## src/rtl/arcade_input_mapper.sv

```systemverilog
// ---------------------------------------------------------------------------
// arcade_input_mapper
//
// Control-input front end for arcade cores. Sits between the HPS keyboard /
// joystick outputs and the game core's button inputs.
//
//   * PS/2 make/break events are latched into per-player key state
//     (keyboard covers players 0 and 1; higher players are joystick-only).
//   * Key state is ORed with each player's joystick word to form the
//     physical control vector.
//   * Directions are remapped for one of four screen rotations.
//   * Optional share mode ORs all players together.
//   * Coin requests produce fixed-width, edge-triggered, non-retriggerable
//     coin pulses.
//
// Parameters
//   PLAYERS     number of player channels (1..4)
//   COIN_PULSE  coin output high time in clk_sys cycles (>= 1)
//
// Ports
//   clk_sys          in   system clock, rising edge
//   reset            in   asynchronous, active-high reset
//   ps2_key          in   [10] event toggle, [9] pressed, [8] extended, [7:0] code
//   joystick         in   16 bits per player: [0] right [1] left [2] down
//                         [3] up [4] fire1 [5] fire2 [6] start [7] coin
//   rotate           in   0 none, 1 CCW90, 2 CW90, 3 180
//   share            in   1: every player sees the OR of all players
//   coin_from_start  in   1: start also requests a coin for that player
//   btn              out  6 bits per player {fire2, fire1, up, down, left, right}
//   start            out  start per player (registered)
//   coin             out  coin pulse per player
// ---------------------------------------------------------------------------
module arcade_input_mapper #(
    parameter int PLAYERS    = 2,
    parameter int COIN_PULSE = 16
) (
    input  logic                    clk_sys,
    input  logic                    reset,
    input  logic [10:0]             ps2_key,
    input  logic [16*PLAYERS-1:0]   joystick,
    input  logic [1:0]              rotate,
    input  logic                    share,
    input  logic                    coin_from_start,
    output logic [6*PLAYERS-1:0]    btn,
    output logic [PLAYERS-1:0]      start,
    output logic [PLAYERS-1:0]      coin
);

    // Keyboard only drives the first two players.
    localparam int KB_PLAYERS = (PLAYERS < 2) ? PLAYERS : 2;
    localparam int CW         = $clog2(COIN_PULSE + 1);

    // Key latch bit positions. Bits 0..7 line up with the joystick word;
    // the second start key gets its own latch so releasing one start key
    // does not cancel the other.
    localparam int K_RIGHT  = 0;
    localparam int K_LEFT   = 1;
    localparam int K_DOWN   = 2;
    localparam int K_UP     = 3;
    localparam int K_FIRE1  = 4;
    localparam int K_FIRE2  = 5;
    localparam int K_START  = 6;
    localparam int K_COIN   = 7;
    localparam int K_START2 = 8;

    // -----------------------------------------------------------------------
    // Scan-code decode. Arrow keys and ctrl ignore the E0 prefix bit; every
    // other key must arrive without it.
    // -----------------------------------------------------------------------
    function automatic logic [8:0] key_decode(
        input int         player,
        input logic       ext,
        input logic [7:0] code
    );
        logic [8:0] hit;
        hit = '0;
        if (player == 0) begin
            case (code)
                8'h74:   hit[K_RIGHT]  = 1'b1;
                8'h6B:   hit[K_LEFT]   = 1'b1;
                8'h72:   hit[K_DOWN]   = 1'b1;
                8'h75:   hit[K_UP]     = 1'b1;
                8'h14:   hit[K_FIRE2]  = 1'b1;
                8'h29:   hit[K_FIRE1]  = !ext;
                8'h16:   hit[K_START]  = !ext;
                8'h05:   hit[K_START2] = !ext;
                8'h2E:   hit[K_COIN]   = !ext;
                default: hit = '0;
            endcase
        end else begin
            case (code)
                8'h34:   hit[K_RIGHT]  = !ext;
                8'h23:   hit[K_LEFT]   = !ext;
                8'h2B:   hit[K_DOWN]   = !ext;
                8'h2D:   hit[K_UP]     = !ext;
                8'h1C:   hit[K_FIRE1]  = !ext;
                8'h1B:   hit[K_FIRE2]  = !ext;
                8'h1E:   hit[K_START]  = !ext;
                8'h06:   hit[K_START2] = !ext;
                8'h36:   hit[K_COIN]   = !ext;
                default: hit = '0;
            endcase
        end
        return hit;
    endfunction

    // -----------------------------------------------------------------------
    // Rotation remap of a {up, down, left, right} direction nibble from
    // physical to logical orientation.
    // -----------------------------------------------------------------------
    function automatic logic [3:0] rotate_dirs(
        input logic [1:0] rot,
        input logic [3:0] d
    );
        logic [3:0] l;
        case (rot)
            2'd1:    l = {d[K_LEFT],  d[K_RIGHT], d[K_DOWN],  d[K_UP]};
            2'd2:    l = {d[K_RIGHT], d[K_LEFT],  d[K_UP],    d[K_DOWN]};
            2'd3:    l = {d[K_DOWN],  d[K_UP],    d[K_RIGHT], d[K_LEFT]};
            default: l = d;
        endcase
        return l;
    endfunction

    // -----------------------------------------------------------------------
    // PS/2 event detect and key latches
    // -----------------------------------------------------------------------
    logic                           tog_q;
    logic                           ps2_event;
    logic [KB_PLAYERS-1:0][8:0]     key_hit;
    logic [KB_PLAYERS-1:0][8:0]     key_q;

    // A toggle edge is seen combinationally on the same clock it arrives, so
    // the latch updates on that edge.
    assign ps2_event = ps2_key[10] ^ tog_q;

    always_comb begin
        // NOTE: every combinational output gets a default before any
        // conditional logic so no latch is inferred.
        key_hit = '0;
        for (int kp = 0; kp < KB_PLAYERS; kp++) begin
            key_hit[kp] = key_decode(kp, ps2_key[8], ps2_key[7:0]);
        end
    end

    always_ff @(posedge clk_sys or posedge reset) begin
        if (reset) begin
            tog_q <= 1'b0;
            key_q <= '0;
        end else begin
            // NOTE: sequential state uses non-blocking assignments so every
            // flop samples pre-edge values regardless of statement order.
            tog_q <= ps2_key[10];
            if (ps2_event) begin
                for (int kp = 0; kp < KB_PLAYERS; kp++) begin
                    key_q[kp] <= (key_q[kp] & ~key_hit[kp])
                               | (key_hit[kp] & {9{ps2_key[9]}});
                end
            end
        end
    end

    // -----------------------------------------------------------------------
    // Physical vector per player: keyboard OR joystick
    // -----------------------------------------------------------------------
    logic [PLAYERS-1:0][7:0] kb_vec;
    logic [PLAYERS-1:0][7:0] phys_vec;
    logic [PLAYERS-1:0][7:0] joy_hi_unused;

    for (genvar p = 0; p < PLAYERS; p++) begin : g_kb
        if (p < KB_PLAYERS) begin : g_mapped
            assign kb_vec[p] = {key_q[p][K_COIN],
                                key_q[p][K_START] | key_q[p][K_START2],
                                key_q[p][5:0]};
        end else begin : g_joy_only
            assign kb_vec[p] = '0;
        end
    end

    always_comb begin
        phys_vec      = '0;
        joy_hi_unused = '0;
        for (int p = 0; p < PLAYERS; p++) begin
            phys_vec[p]      = kb_vec[p] | joystick[16*p +: 8];
            joy_hi_unused[p] = joystick[16*p + 8 +: 8];
        end
    end

    // -----------------------------------------------------------------------
    // Rotation, then share
    // -----------------------------------------------------------------------
    logic [PLAYERS-1:0][7:0] log_vec;
    logic [PLAYERS-1:0][7:0] out_vec;
    logic [7:0]              any_vec;
    logic [PLAYERS-1:0]      coin_req;

    always_comb begin
        log_vec  = '0;
        out_vec  = '0;
        any_vec  = '0;
        coin_req = '0;
        for (int p = 0; p < PLAYERS; p++) begin
            // Fire, start and coin pass straight through; only directions move.
            log_vec[p] = {phys_vec[p][7:4], rotate_dirs(rotate, phys_vec[p][3:0])};
            any_vec    = any_vec | log_vec[p];
        end
        for (int p = 0; p < PLAYERS; p++) begin
            out_vec[p]  = share ? any_vec : log_vec[p];
            coin_req[p] = out_vec[p][K_COIN]
                        | (coin_from_start & out_vec[p][K_START]);
        end
    end

    // -----------------------------------------------------------------------
    // Registered button / start outputs
    // -----------------------------------------------------------------------
    logic [6*PLAYERS-1:0] btn_q;
    logic [PLAYERS-1:0]   start_q;

    always_ff @(posedge clk_sys or posedge reset) begin
        if (reset) begin
            btn_q   <= '0;
            start_q <= '0;
        end else begin
            for (int p = 0; p < PLAYERS; p++) begin
                btn_q[6*p +: 6] <= out_vec[p][5:0];
                start_q[p]      <= out_vec[p][K_START];
            end
        end
    end

    assign btn   = btn_q;
    assign start = start_q;

    // -----------------------------------------------------------------------
    // Coin pulse generators
    //
    // A pulse starts only on a rising request seen while idle. req_q resets
    // to ones so a request already high when reset releases looks like a
    // level, not an edge, and cannot fire a coin.
    // -----------------------------------------------------------------------
    logic [PLAYERS-1:0]          req_q;
    logic [PLAYERS-1:0][CW-1:0]  coin_cnt;

    always_ff @(posedge clk_sys or posedge reset) begin
        if (reset) begin
            req_q    <= '1;
            coin_cnt <= '0;
        end else begin
            for (int p = 0; p < PLAYERS; p++) begin
                req_q[p] <= coin_req[p];
                if (coin_cnt[p] != '0) begin
                    coin_cnt[p] <= coin_cnt[p] - 1'b1;
                end else if (coin_req[p] && !req_q[p]) begin
                    coin_cnt[p] <= CW'(COIN_PULSE);
                end
            end
        end
    end

    // Decoded straight from the counter so an asserted reset drops the
    // pulse immediately.
    always_comb begin
        coin = '0;
        for (int p = 0; p < PLAYERS; p++) begin
            coin[p] = (coin_cnt[p] != '0);
        end
    end

endmodule

```

## config.mk

```make
export PLATFORM = sky130hd
export DESIGN_NAME = arcade_input_mapper
export DESIGN_NICKNAME = d
export VERILOG_FILES = /design/src/rtl/arcade_input_mapper.sv
export SDC_FILE = /design/constraint.sdc
export NUM_CORES = 1
export LEC_CHECK = 0
export CAP_MARGIN = 20
export CORE_MARGIN = 3
export CORE_UTILIZATION = 45
export DETAILED_ROUTE_END_ITERATION = 10
export PLACE_DENSITY = 0.76
export SYNTH_ARGS = -nofsm -noshare
export SYNTH_HDL_FRONTEND = slang
export SYNTH_SLANG_ARGS = --single-unit
export TNS_END_PERCENT = 1
```

## constraint.sdc

```tcl
create_clock -name clk_sys -period 2.1 [get_ports clk_sys]
set_input_delay 0.42 -clock clk_sys [delete_from_list [all_inputs] [get_ports clk_sys]]
set_output_delay 0.42 -clock clk_sys [all_outputs]
set_load 0.02 [all_outputs]
```

# Word level (Yosys, flattened, before mapping)

Index checks and enable logic that the tools add are counted.

Bits in registers: 45
Output and inout bits: 16

$add $sub $neg: 2
Equality and inequality tests: 21
Multiplexer cells: 26
Bitwise logic cells: 18
Reduce and logical (&&, ||, !) cells: 9

Operators with widths:

| cell                                                                  | number |
|---|---|
| 8-bit by 6-bit equality test with 1-bit output, second input constant | 7 |
| 8-bit by 5-bit equality test with 1-bit output, second input constant | 5 |
| 9-bit bitwise AND                                                     | 4 |
| 8-bit by 7-bit equality test with 1-bit output, second input constant | 4 |
| 8-bit bitwise OR                                                      | 3 |
| 4-bit one-hot mux with 3 select lines                                 | 2 |
| 5-bit 2-to-1 mux                                                      | 4 |
| 1-bit 2-to-1 mux                                                      | 18 |
| 9-bit inverter                                                        | 2 |
| 9-bit bitwise OR                                                      | 2 |
| 8-bit by 3-bit equality test with 1-bit output, second input constant | 2 |
| 8-bit 2-to-1 mux                                                      | 2 |
| 5-bit nonzero test                                                    | 2 |
| 5-bit by 1-bit subtractor with 5-bit output, second input constant    | 2 |
| 2-bit equality test, second input constant                            | 2 |
| 1-bit bitwise OR                                                      | 4 |
| 2-bit nonzero test                                                    | 2 |
| 1-bit zero test                                                       | 3 |
| 1-bit bitwise AND                                                     | 2 |
| 2-bit by 1-bit equality test with 1-bit output, second input constant | 1 |
| 1-bit logical AND                                                     | 2 |
| 1-bit XOR                                                             | 1 |

# Logic depth before layout (Yosys ltp)

Word-level depth: 10
Depth in mapped cells: 6
Gate-level depth less buffers: 6

# Worst setup path after synthesis

No wires, ideal clock.

Kind: register to output
Start: register coin_cnt[0] (netlist name)
End: output port coin[0]
Data arrival time: 1525 ps
Path slack: 155 ps
Stages on the path, launching flop included: 5
Cells stage by stage: dfrtp_1 > inv_1 > ha_1 > nor4b_1 > inv_1

Cells in the longest elaborated chain, start to end: 1

Ends and longest elaborated chain:

| what                              | line | RTL |
|---|---|---|
| from (decl)                       | 243  | `logic [PLAYERS-1:0][CW-1:0] coin_cnt;` |
| from (signal, indexed assignment) | 253  | `coin_cnt[p] <= coin_cnt[p] - 1'b1;` |
| from (signal, indexed assignment) | 255  | `coin_cnt[p] <= CW'(COIN_PULSE);` |
| 5-bit nonzero test                | 266  | `coin[p] = (coin_cnt[p] != '0);` |
| to (decl)                         | 46   | `output logic [PLAYERS-1:0] coin` |

Every way passes these cells.

==> metrics.txt <==
post-synthesis mux area share 12.5%; Synth Area in Compound Gates 12.3%; CTS Root Cell clkbuf_8; 1st-pass router iterations 4; drt total wl 5070 um; worst-path cell chain clkdlybuf4s50_1, or4b_4, nor4b_1, mux2_1; Iter 0 DRT Violations 71; CTS Buf Count 5; DR vias/cell 5.62; Clock transition at path regs 80 ps; initial antenna violation count 0; Simple-Gate Fraction of Synth Area 22.0%; Crit path largest cell delay 580 ps; grt met3 use 3.67%; CP Launch Type input port; htree depth 2; critical path class input port to flip-flop; post-layout minimum cycle time between 2000 and 2500 ps; M1 GR Usage a little over a fifth; I/O Buffers 48; first-pass GRT wire length about 8200 um; Yosys top cell area share a little under half; met2 GRT Util 27.6%; synth top area cells dfrtp_1, mux2_2, o32ai_1; measured slew at the worst slew-check pin around 600 ps; WP data required around 2300 ps; setup skew after layout 7.84 ps; setup TNS 0 ps; DPL Wire Length 3820 um; fin nets roughly 320; Peak VDD IR 0.000374 V; GR Overflow Total 0; Buf/Inv on CP 1; Hold Buf Count CTS 0; CTS tree yes; RSZ-0062 raised after global routing false; CP startpoint ps2_key[5]; overall routing resource usage 16.8%; Hold Path Class flip-flop to flip-flop; full die area slightly above 0.006 mm^2; # rows 25; Synth cell types 43; Post-CTS Setup Inserts 0; critical path fanouts, max 5; total power 2.64 mW; grt peak-use layer met2; R2R Setup Slk 540 ps; Die W 78.0 um; fin crit share between 90% and 100%; depth of the most critical reg-to-reg path 3; Max Cap Viol 0; area share of fa/ha/maj cells after synthesis under 10%; gpl congestion 0.841; # diodes 0; final hold violation count 0; max frequency 0.496 GHz; status finished clean; Final Instance Area about 0.0031 mm^2; largest area contributor in the netlist dfrtp_1; Cell Area, Placed slightly below 0.003 mm^2; die height 78.0 um; hold path cells 2; Mapped Nets 257; Cells after Synth just over 200; # DRC 0; main combinational cell family by area after synthesis simple AND/OR/NAND/NOR gates; share of cells above drive strength 1 22.9%; clk buf depth 2; Initial Util a little under half; P_leak around 1.3 nW; sequential area share after synthesis 48.4%; Final Slew Violations 0; Reg-to-Reg Start tog_q; Setup Viol. Count Final 0; core box area 0.00488 mm^2; cell area after synthesis between 0.002 and 0.0025 mm^2; syn avg cell area between 10 and 15 um^2; Fillers roughly 400; vias in the first global route around 1800; Worst slew margin approximately 60%; Yosys reg bits 45; Critical Path AT between 2000 and 2500 ps; vias post-DR 1900; area delta synth->final 34.8%; Synth warnings 0; Antenna Nets Post-Route 0; Setup crit end kind flip-flop; slowest stage cell, crit path or4b_4; num ports 65; XOR/XNOR Fraction of Synth Area between 1.5 and 2%; clk_lat worst skew about 300 ps; Worst path top cell family by delay simple AND/OR/NAND/NOR gates; clk sinks 45; PwrDens between 800 and 900 mW/mm^2; largest net degree at the start of global routing 46; CP Depth 4; WL/cell 15.0 um
-- layer usage --
| metal | vias to the layer above | wire [um] |
|---|---|---|
| li1 | 928 | - |
| met1 | 899 | 2340 |
| met2 | 61 | 2350 |
| met3 | 12 | 273 |
| met4 | 0 | 109 |
| met5 | - | 0 |
-- cells in the mapped netlist --
cell and number:
o31ai_1 3, or4b_4 1, o22ai_1 1, clkbuf_1 4
nand2_1 4, a41oi_1 1, a21bo_2 1, a41o_1 1
a31o_2 2, and2b_2 1, nand2b_1 6, or3_1 2
nand4bb_1 1, mux4_2 4, nand3b_1 1, and4b_2 2
o32ai_1 12, a21oi_1 2, xor2_1 1, a21o_1 2
nand4_1 11, or4bb_1 1, mux2_2 16, ha_1 2
inv_1 8, xnor2_1 3, nor2_1 20, buf_2 1
or2_2 5, o311ai_0 2, and2_2 1, o21ai_0 13
dfstp_2 2, mux2_1 2, nor3_1 4, nand4b_1 4
dfrtp_1 43, and4b_1 2, nor3b_1 1, nor2b_1 3
nor4_1 2, nor4b_1 6, and4bb_2 2
-- metrics by stage --
stage | setup slack [ps] | hold slack (ps) | utilization (%) | std cells
finish | 82.1 | 497 | 64.5 | 338
global route | 19.8 | 529 | 64.5 | 338
CTS | 14.8 | 496 | 64.2 | 338
detailed placement | -175 | 477 | 61.1 | 330
global placement | -145 | 467 | 61.1 | 330
floorplan | 155 | 444 | - | 206
-- worst min path at each step --
stage,startpoint,end,slack (ps)
global route,flip-flop,btn[5],530
global placement,flip-flop,btn[5],470
CTS,flip-flop,btn[11],500
finish,flip-flop,btn[11],500
detailed placement,flip-flop,btn[11],480
floorplan,flip-flop,btn[11],440
-- cells by family after synthesis --
| logic type | count (synthesis) |
|---|---|
| and+or+nand+nor | 80 |
| DFF | 45 |
| AOI/OAI and AO/OA | 40 |
| muxes | 22 |
| buffers and inverters | 13 |
| xor gates and xnor gates | 4 |
| adders and majority gates | 2 |
-- worst register-to-register path, delay by kind of cell (launching register included) --
family / cells / cell delay [ps]
multiplexers: 1 / 370
AND/OR/NAND/NOR: 1 / 460
XOR/XNOR: 1 / 210
flip-flops: 1 / 400
-- report_power, final --
group	internal, mW	total, mW	switching [mW]	leakage [nW]
sequential	1.00	1.12	0.114	0.557
combinational	0.397	0.741	0.344	0.686
clock	0.479	0.780	0.301	0.0687
-- cells in the final DEF (no fill, tap or decap), types with 5 or more instances in the layout --
cell / instances
or2_2: 5
dfrtp_1: 43
o21ai_0: 13
inv_1: 8
nand2b_1: 6
clkdlybuf4s50_1: 46
clkbuf_8: 5
o32ai_1: 12
nor2_1: 20
nand4_1: 11
mux2_2: 16
buf_4: 14
-- what timing repair did --
| action | 4_1_cts | 5_1_grt |
|---|---|---|
| pin swaps | 0 | 0 |
| gates resized for setup | 4 | 5 |
| endpoints found under the setup margin | 2 | 2 |
-- layout make-up --
cell class	count	area [um^2]	share of cell area, %
multi-input combinational	148	1180	37.7
sequential	45	1130	35.9
timing repair buffer	62	581	18.5
tap	67	83.8	2.67
clock buffer	5	68.8	2.19
clock inverter	3	68.8	2.19
inverter	8	30.0	0.955
Power figures use the tool's default switching activity.
